$ cat config.mk
export PLATFORM = sky130hd
export DESIGN_NAME = button_conditioner_flat
export DESIGN_NICKNAME = d
export VERILOG_FILES = /design/src/rtl/button_conditioner_if.sv /design/src/rtl/button_conditioner.sv /design/src/flat_wrapper.sv
export SDC_FILE = /design/constraint.sdc
export NUM_CORES = 1
export LEC_CHECK = 0
export CORE_MARGIN = 4
export CORE_UTILIZATION = 60
export CTS_CLUSTER_DIAMETER = 50
export CTS_CLUSTER_SIZE = 14
export DETAILED_ROUTE_END_ITERATION = 8
export PLACE_DENSITY = 0.8
export SYNTH_ARGS = -nofsm -noshare
export SYNTH_HDL_FRONTEND = slang
export SYNTH_SLANG_ARGS = --single-unit
$ cat constraint.sdc
create_clock -name clk -period 2.75 [get_ports clk]
set_clock_uncertainty 0.2 [all_clocks]
set_input_delay 0.55 -clock clk [delete_from_list [all_inputs] [get_ports clk]]
set_output_delay 0.55 -clock clk [all_outputs]
set_load 0.01 [all_outputs]
$ cat src/rtl/button_conditioner_if.sv
// Button conditioner signal bundle: raw pins in, conditioned levels and pulses out.
// Handshake: there is no valid/ready pair. held is a level. pressed, released and strobe
// are single-cycle pulses in the clk domain with no backpressure, so the consumer must
// sample them on every clock. rpt_state exposes the per-channel repeat FSM (2 bits each).
interface button_conditioner_if #(
  parameter int N = 8
);
  logic [N-1:0]   raw_btn;
  logic [N-1:0]   held;
  logic [N-1:0]   pressed;
  logic [N-1:0]   released;
  logic [N-1:0]   strobe;
  logic [2*N-1:0] rpt_state;

  // master: board / game logic side
  modport master (
    output raw_btn,
    input  held, pressed, released, strobe, rpt_state
  );

  // slave: the conditioner itself
  modport slave (
    input  raw_btn,
    output held, pressed, released, strobe, rpt_state
  );
endinterface

$ cat src/rtl/button_conditioner.sv
// N-channel push-button front end: 2-FF synchroniser, counter debounce,
// press/release pulses and optional per-channel auto-repeat.
// Optional feature macro: BTN_AUTOREPEAT_EN (repeat FSMs built when defined;
// otherwise strobe == pressed on every channel).
module button_conditioner #(
  parameter int                   N_BUTTONS           = 8,
  parameter int                   RAW_ACTIVE_LOW      = 1,
  parameter int                   DEBOUNCE_CYCLES     = 500_000,
  parameter int                   REPEAT_DELAY_CYCLES = 25_000_000,
  parameter int                   REPEAT_RATE_CYCLES  = 5_000_000,
  parameter logic [N_BUTTONS-1:0] REPEAT_MASK         = N_BUTTONS'(8'h0F)
) (
  input logic                 clk,
  input logic                 reset,
  button_conditioner_if.slave btn
);

  localparam int            DW      = $clog2(DEBOUNCE_CYCLES) + 1;
  localparam logic [DW-1:0] DB_LAST = DW'(DEBOUNCE_CYCLES - 1);
  localparam logic [DW-1:0] DB_SAT  = {DW{1'b1}};

  // Repeat FSM encoding, also the value seen on btn.rpt_state
  typedef enum logic [1:0] {
    R_IDLE   = 2'd0,
    R_DELAY  = 2'd1,
    R_REPEAT = 2'd2
  } rpt_state_t;

  // Reject configurations the counters cannot represent
  if (DEBOUNCE_CYCLES < 2 || REPEAT_RATE_CYCLES < 1 || REPEAT_DELAY_CYCLES < 1 ||
      $bits(REPEAT_MASK) != N_BUTTONS) begin : g_bad_cfg
    $error("button_conditioner: illegal parameter set");
  end

  logic [N_BUTTONS-1:0] raw_norm;
  logic [N_BUTTONS-1:0] sync_1;
  logic [N_BUTTONS-1:0] sync_q;
  logic [N_BUTTONS-1:0] held_q;
  logic [N_BUTTONS-1:0] pressed_q;
  logic [N_BUTTONS-1:0] released_q;
  logic [N_BUTTONS-1:0] strobe_q;
  logic [N_BUTTONS-1:0] accept;
  logic [N_BUTTONS-1:0] press_evt;
  logic [N_BUTTONS-1:0] release_evt;
  logic [N_BUTTONS-1:0] held_nxt;
  logic [N_BUTTONS-1:0] rpt_fire;
  logic [DW-1:0]        cnt [N_BUTTONS];

  // Normalise polarity so 1 always means pressed from here on
  assign raw_norm = (RAW_ACTIVE_LOW != 0) ? ~btn.raw_btn : btn.raw_btn;

  // Two-flop synchroniser; reset loads the released level
  always_ff @(posedge clk or negedge reset) begin
    if (!reset) begin
      sync_1 <= '0;
      sync_q <= '0;
    end else begin
      sync_1 <= raw_norm;
      sync_q <= sync_1;
    end
  end

  // A change is accepted once it has been stable for DEBOUNCE_CYCLES synced cycles
  always_comb begin
    accept = '0;
    for (int i = 0; i < N_BUTTONS; i++) begin
      accept[i] = (sync_q[i] != held_q[i]) && (cnt[i] == DB_LAST);
    end
  end

  assign press_evt   = accept & ~held_q;
  assign release_evt = accept & held_q;
  assign held_nxt    = held_q ^ accept;

  // Debounce counters: clear while input matches held level or on acceptance, else saturating count
  always_ff @(posedge clk or negedge reset) begin
    if (!reset) begin
      for (int i = 0; i < N_BUTTONS; i++) cnt[i] <= '0;
    end else begin
      for (int i = 0; i < N_BUTTONS; i++) begin
        if (sync_q[i] == held_q[i] || accept[i]) begin
          cnt[i] <= '0;
        end else if (cnt[i] != DB_SAT) begin
          cnt[i] <= cnt[i] + 1'b1;
        end
      end
    end
  end

  // Registered outputs: pulses coincide with the first cycle of the new held level
  always_ff @(posedge clk or negedge reset) begin
    if (!reset) begin
      held_q     <= '0;
      pressed_q  <= '0;
      released_q <= '0;
      strobe_q   <= '0;
    end else begin
      held_q     <= held_nxt;
      pressed_q  <= press_evt;
      released_q <= release_evt;
      strobe_q   <= press_evt | rpt_fire;
    end
  end

`ifdef BTN_AUTOREPEAT_EN
  localparam int RMAX = (REPEAT_DELAY_CYCLES > REPEAT_RATE_CYCLES) ?
                        REPEAT_DELAY_CYCLES : REPEAT_RATE_CYCLES;
  localparam int            RW        = $clog2(RMAX) + 1;
  localparam logic [RW-1:0] DLY_LAST  = RW'(REPEAT_DELAY_CYCLES - 1);
  localparam logic [RW-1:0] RATE_LAST = RW'(REPEAT_RATE_CYCLES - 1);
  localparam logic [RW-1:0] R_SAT     = {RW{1'b1}};

  rpt_state_t           rpt_st [N_BUTTONS];
  logic [RW-1:0]        rcnt   [N_BUTTONS];
  logic [2*N_BUTTONS-1:0] rpt_dbg;

  // Timer expiry fires a repeat only while the button stays held (release wins)
  always_comb begin
    rpt_fire = '0;
    for (int i = 0; i < N_BUTTONS; i++) begin
      if (REPEAT_MASK[i] && held_nxt[i]) begin
        rpt_fire[i] = ((rpt_st[i] == R_DELAY)  && (rcnt[i] == DLY_LAST)) ||
                      ((rpt_st[i] == R_REPEAT) && (rcnt[i] == RATE_LAST));
      end
    end
  end

  // Per-channel repeat FSM: IDLE -> DELAY on press, DELAY -> REPEAT at first expiry
  always_ff @(posedge clk or negedge reset) begin
    if (!reset) begin
      for (int i = 0; i < N_BUTTONS; i++) begin
        rpt_st[i] <= R_IDLE;
        rcnt[i]   <= '0;
      end
    end else begin
      for (int i = 0; i < N_BUTTONS; i++) begin
        if (!REPEAT_MASK[i] || !held_nxt[i]) begin
          rpt_st[i] <= R_IDLE;
          rcnt[i]   <= '0;
        end else begin
          case (rpt_st[i])
            R_IDLE: begin
              if (press_evt[i]) begin
                rpt_st[i] <= R_DELAY;
                rcnt[i]   <= '0;
              end
            end
            R_DELAY: begin
              if (rcnt[i] == DLY_LAST) begin
                rpt_st[i] <= R_REPEAT;
                rcnt[i]   <= '0;
              end else if (rcnt[i] != R_SAT) begin
                rcnt[i] <= rcnt[i] + 1'b1;
              end
            end
            R_REPEAT: begin
              if (rcnt[i] == RATE_LAST) begin
                rcnt[i] <= '0;
              end else if (rcnt[i] != R_SAT) begin
                rcnt[i] <= rcnt[i] + 1'b1;
              end
            end
            default: begin
              rpt_st[i] <= R_IDLE;
              rcnt[i]   <= '0;
            end
          endcase
        end
      end
    end
  end

  // Pack FSM states for observation
  always_comb begin
    rpt_dbg = '0;
    for (int i = 0; i < N_BUTTONS; i++) begin
      rpt_dbg[2*i +: 2] = rpt_st[i];
    end
  end

  assign btn.rpt_state = rpt_dbg;
`else
  assign rpt_fire      = '0;
  assign btn.rpt_state = '0;
`endif

  assign btn.held     = held_q;
  assign btn.pressed  = pressed_q;
  assign btn.released = released_q;
  assign btn.strobe   = strobe_q;

endmodule
$ cat src/flat_wrapper.sv
// flat-port wrapper written by rule: the top's interface ports become plain ports
module button_conditioner_flat 
#(
  parameter int                   N_BUTTONS           = 8,
  parameter int                   RAW_ACTIVE_LOW      = 1,
  parameter int                   DEBOUNCE_CYCLES     = 500_000,
  parameter int                   REPEAT_DELAY_CYCLES = 25_000_000,
  parameter int                   REPEAT_RATE_CYCLES  = 5_000_000,
  parameter logic [N_BUTTONS-1:0] REPEAT_MASK         = N_BUTTONS'(8'h0F)
)
  (clk, reset, btn_raw_btn, btn_held, btn_pressed, btn_released, btn_strobe, btn_rpt_state);
  button_conditioner_if btn_i ();
  input logic clk;
  input logic reset;
  input wire logic [$bits(btn_i.raw_btn)-1:0] btn_raw_btn;
  output wire logic [$bits(btn_i.held)-1:0] btn_held;
  output wire logic [$bits(btn_i.pressed)-1:0] btn_pressed;
  output wire logic [$bits(btn_i.released)-1:0] btn_released;
  output wire logic [$bits(btn_i.strobe)-1:0] btn_strobe;
  output wire logic [$bits(btn_i.rpt_state)-1:0] btn_rpt_state;
  assign btn_i.raw_btn = btn_raw_btn;
  assign btn_held = btn_i.held;
  assign btn_pressed = btn_i.pressed;
  assign btn_released = btn_i.released;
  assign btn_strobe = btn_i.strobe;
  assign btn_rpt_state = btn_i.rpt_state;
  button_conditioner #(.N_BUTTONS(N_BUTTONS), .RAW_ACTIVE_LOW(RAW_ACTIVE_LOW), .DEBOUNCE_CYCLES(DEBOUNCE_CYCLES), .REPEAT_DELAY_CYCLES(REPEAT_DELAY_CYCLES), .REPEAT_RATE_CYCLES(REPEAT_RATE_CYCLES), .REPEAT_MASK(REPEAT_MASK)) u_core (.clk(clk), .reset(reset), .btn(btn_i));
endmodule
==> flow_metrics.py <==
metrics = {
    "cts": {
        "cts_root_buf": "clkbuf_16",
        "clk_latency_ns": 0.43,
        "numCtsBuffers": 17,
        "cts_buffer_depth": 2,
        "clock-sinks": 200,
        "cts_tree": "built",
        "htreeDepth": 4,
        "path_clk_slew_ns": 0.07,
        "post-cts-setup-buffers": 0,
    },
    "layout": {
        "fin_area_sq_um": 12400,
        "areaGrowthSynthToFinish_pct": 11.8,
        "nets": 1270,
        "diodes": 0,
        "drive_gt1_share_pct": 7.43,
        "final_util_pct": 68.5,
        "final-instance-count-excl-fill": 1494,
    },
    "grt": {
        "overflow": 0,
        "grt_usage_pct": 23.2,
        "antenna_found_initial": 0,
        "grt_start_max_net_pins": 63,
        "grt_pass1_vias": 8718,
        "grt_pass1_wl_microns": 40300,
    },
    "sta": {
        "period_needed_ns": 2.54,
        "fin_tns_setup_ns": 0,
        "slew_headroom_pct": 41.5,
        "post-route-period-util_pct": 92.3,
        "max_freq_mhz": 394,
        "grt_setup_unrepaired": "no",
        "slew_violations": 0,
        "setup_viol": 0,
        "fin_hold_ws_ns": 0.150,
        "worstMarginPinSlew_ns": 0.870,
        "final-hold-violation-count": 0,
    },
    "die": {
        "coreArea_sq_um": 18100,
        "initial_core_util_pct": 61.3,
        "die_area_sq_um": 20700,
        "placementRows": 49,
        "die_h_microns": 144,
        "die_w_microns": 144,
        "pin_count": 58,
    },
    "synthesis": {
        "synthTopCellsByArea": "dfrtp_1 (45%), a21oi_1 (4.9%), nand4_1 (3.7%)",
        "yosysTopAreaCell": "dfrtp_1",
        "ys_ff_latch": 200,
        "syn_area_sq_um": 11100,
        "seq_area_frac_synth_pct": 45.1,
        "synth-edff-count": 0,
        "synth_common_cells": "dfrtp_1 (200), a21oi_1 (109), nand2_1 (84)",
        "ys_types": 57,
        "synth.most_common_cell": "dfrtp_1",
        "yosys_warnings": 0,
        "synthFlopType": "dfrtp_1",
        "syn-mean-instance-area_sq_um": 9.23,
        "syn_inst": 1201,
        "async_flop_share_pct": 100,
        "yosysTopAreaCellShare_pct": 45.1,
    },
    "pwr": {
        "peakVddDrop_uv": 424,
        "p_leak_nw": 4.70,
        "power_density_nw_per_um2": 460,
    },
    "detailed_routing": {
        "vias": 9618,
        "wire_per_inst_microns": 16.0,
        "drt-initial-drc-count": 680,
        "wirelength_microns": 23900,
        "drtAntennaViolNets": 0,
        "post-route-drc-count": 0,
        "avgViaCountPerCell": 6.44,
        "firstDrtPassIters": 5,
    },
    "min_path": {
        "worstHoldPathType": "flip-flop to flip-flop",
        "whs_path_depth": 0,
    },
    "placement": {
        "place.gp.congestion": 0.904,
        "placed_cell_area_sq_um": 11800,
        "dp_cells": 1461,
        "io_buffers": 41,
        "hpwlAfterDp_microns": 16400,
    },
    "setup_path": {
        "worstSetupEndpointType": "flip-flop",
        "cp.required_ns": 2.84,
        "ff2ff_setup_slack_ns": 0.21,
        "arrival_ns": 2.63,
        "path_class": "flip-flop to flip-flop",
        "reg2regPathDepth": 4,
        "worstSetupStartpointType": "flip-flop",
        "path_max_fanout": 16,
    },
    "status": {
        "status": "finished clean",
    },
    "job": {
        "maxCapViolCount": 0,
    },
}
## power breakdown
part | internal (W) | switching [W] | leakage (nW)
logic | 0.0000849 | 0.000157 | 1.69
clock network | 0.00136 | 0.00107 | 0.272
registers | 0.00298 | 0.0000461 | 2.74
total | 0.00442 | 0.00128 | 4.70
## cell families after synthesis
logic type               share of synthesized area (%)
AND/OR/NAND/NOR                                   29.1
AO/OA/AOI/OAI                                     15.6
flip-flops                                        45.1
buffers and inverters                             3.81
multiplexers                                      3.83
XOR/XNOR                                          1.50
adder cells (fa/ha/maj)                          0.903
other                                           0.0338
## state kept, by name (all words and copies together), names as in the netlist, named ones only
register,cells
u_core.btn.pressed,8
u_core.sync_q,8
u_core.btn.released,8
u_core.sync_1,8
u_core.cnt,160
## placed cells by master, fill, tap and decap left out, types with 12 or more instances in the layout
master | Yosys | final
a21oi_1 | 109 | 109
a31oi_1 | 15 | 15
and3_1 | 26 | 26
and4_1 | 23 | 23
buf_4 | 25 | 37
clkbuf_16 | 0 | 17
clkdlybuf4s50_1 | 0 | 40
conb_1 | 1 | 16
dfrtp_1 | 200 | 200
inv_1 | 20 | 20
mux2i_1 | 33 | 33
nand2_1 | 84 | 84
nand3_1 | 53 | 53
nand4_1 | 65 | 65
nor2_1 | 70 | 70
nor3_1 | 60 | 60
nor3b_1 | 24 | 24
nor4_1 | 27 | 27
nor4b_1 | 17 | 17
o211ai_1 | 15 | 15
o21ai_0 | 55 | 55
o31ai_1 | 40 | 40
or3_1 | 36 | 36
or4_1 | 37 | 37
xor2_1 | 12 | 12
## worst max-delay path, cell delays in order (launching register included)
cell	delay, ns
dfrtp_1	0.43
or4b_2	0.67
or4_4	0.55
o21ai_4	0.42
nor3_1	0.12
## per-stage QoR
stage | total power (W) | worst slack, ns
finish | 0.00570 | 0.213
floorplan | 0.00321 | 0.395
CTS | 0.00577 | 0.212
global route | 0.00594 | 0.108
detailed placement | 0.00333 | 0.220
global placement | 0.00332 | 0.244
## layout make-up
type	instances	area (sq um)
multi-input combinational	932	5710
clock inverter	12	128
clock buffer	20	447
inverter	20	75.1
fill	1413	5690
timing repair buffer	81	742
tap	229	287
sequential	200	5000
## path summary, 6_finish.rpt
path,endpoint,startpoint
setup / recovery,u_core.cnt[100],u_core.cnt[107]
hold / removal,u_core.sync_q[6],u_core.sync_1[6]
setup reg to reg,u_core.cnt[100],u_core.cnt[107]
hold reg to reg,u_core.sync_q[6],u_core.sync_1[6]
max in group asynchronous,u_core.cnt[96],reset
min in group asynchronous,u_core.cnt[37],reset
## layer usage
layer  vias to the layer above  routed length, microns  track usage (%)
met3                        28                    1150             4.56
met5                         -                       0                0
met2                       258                   11300             37.9
li1                       4706                       -                -
met4                         0                     294             6.64
met1                      4626                   11200             31.9
## what timing repair did
action	4_1_cts	5_1_grt
endpoints found under the hold margin	56	0
hold buffers	1	0
gates resized for setup	0	0
Note: power is estimated with default switching activity, not from simulation.
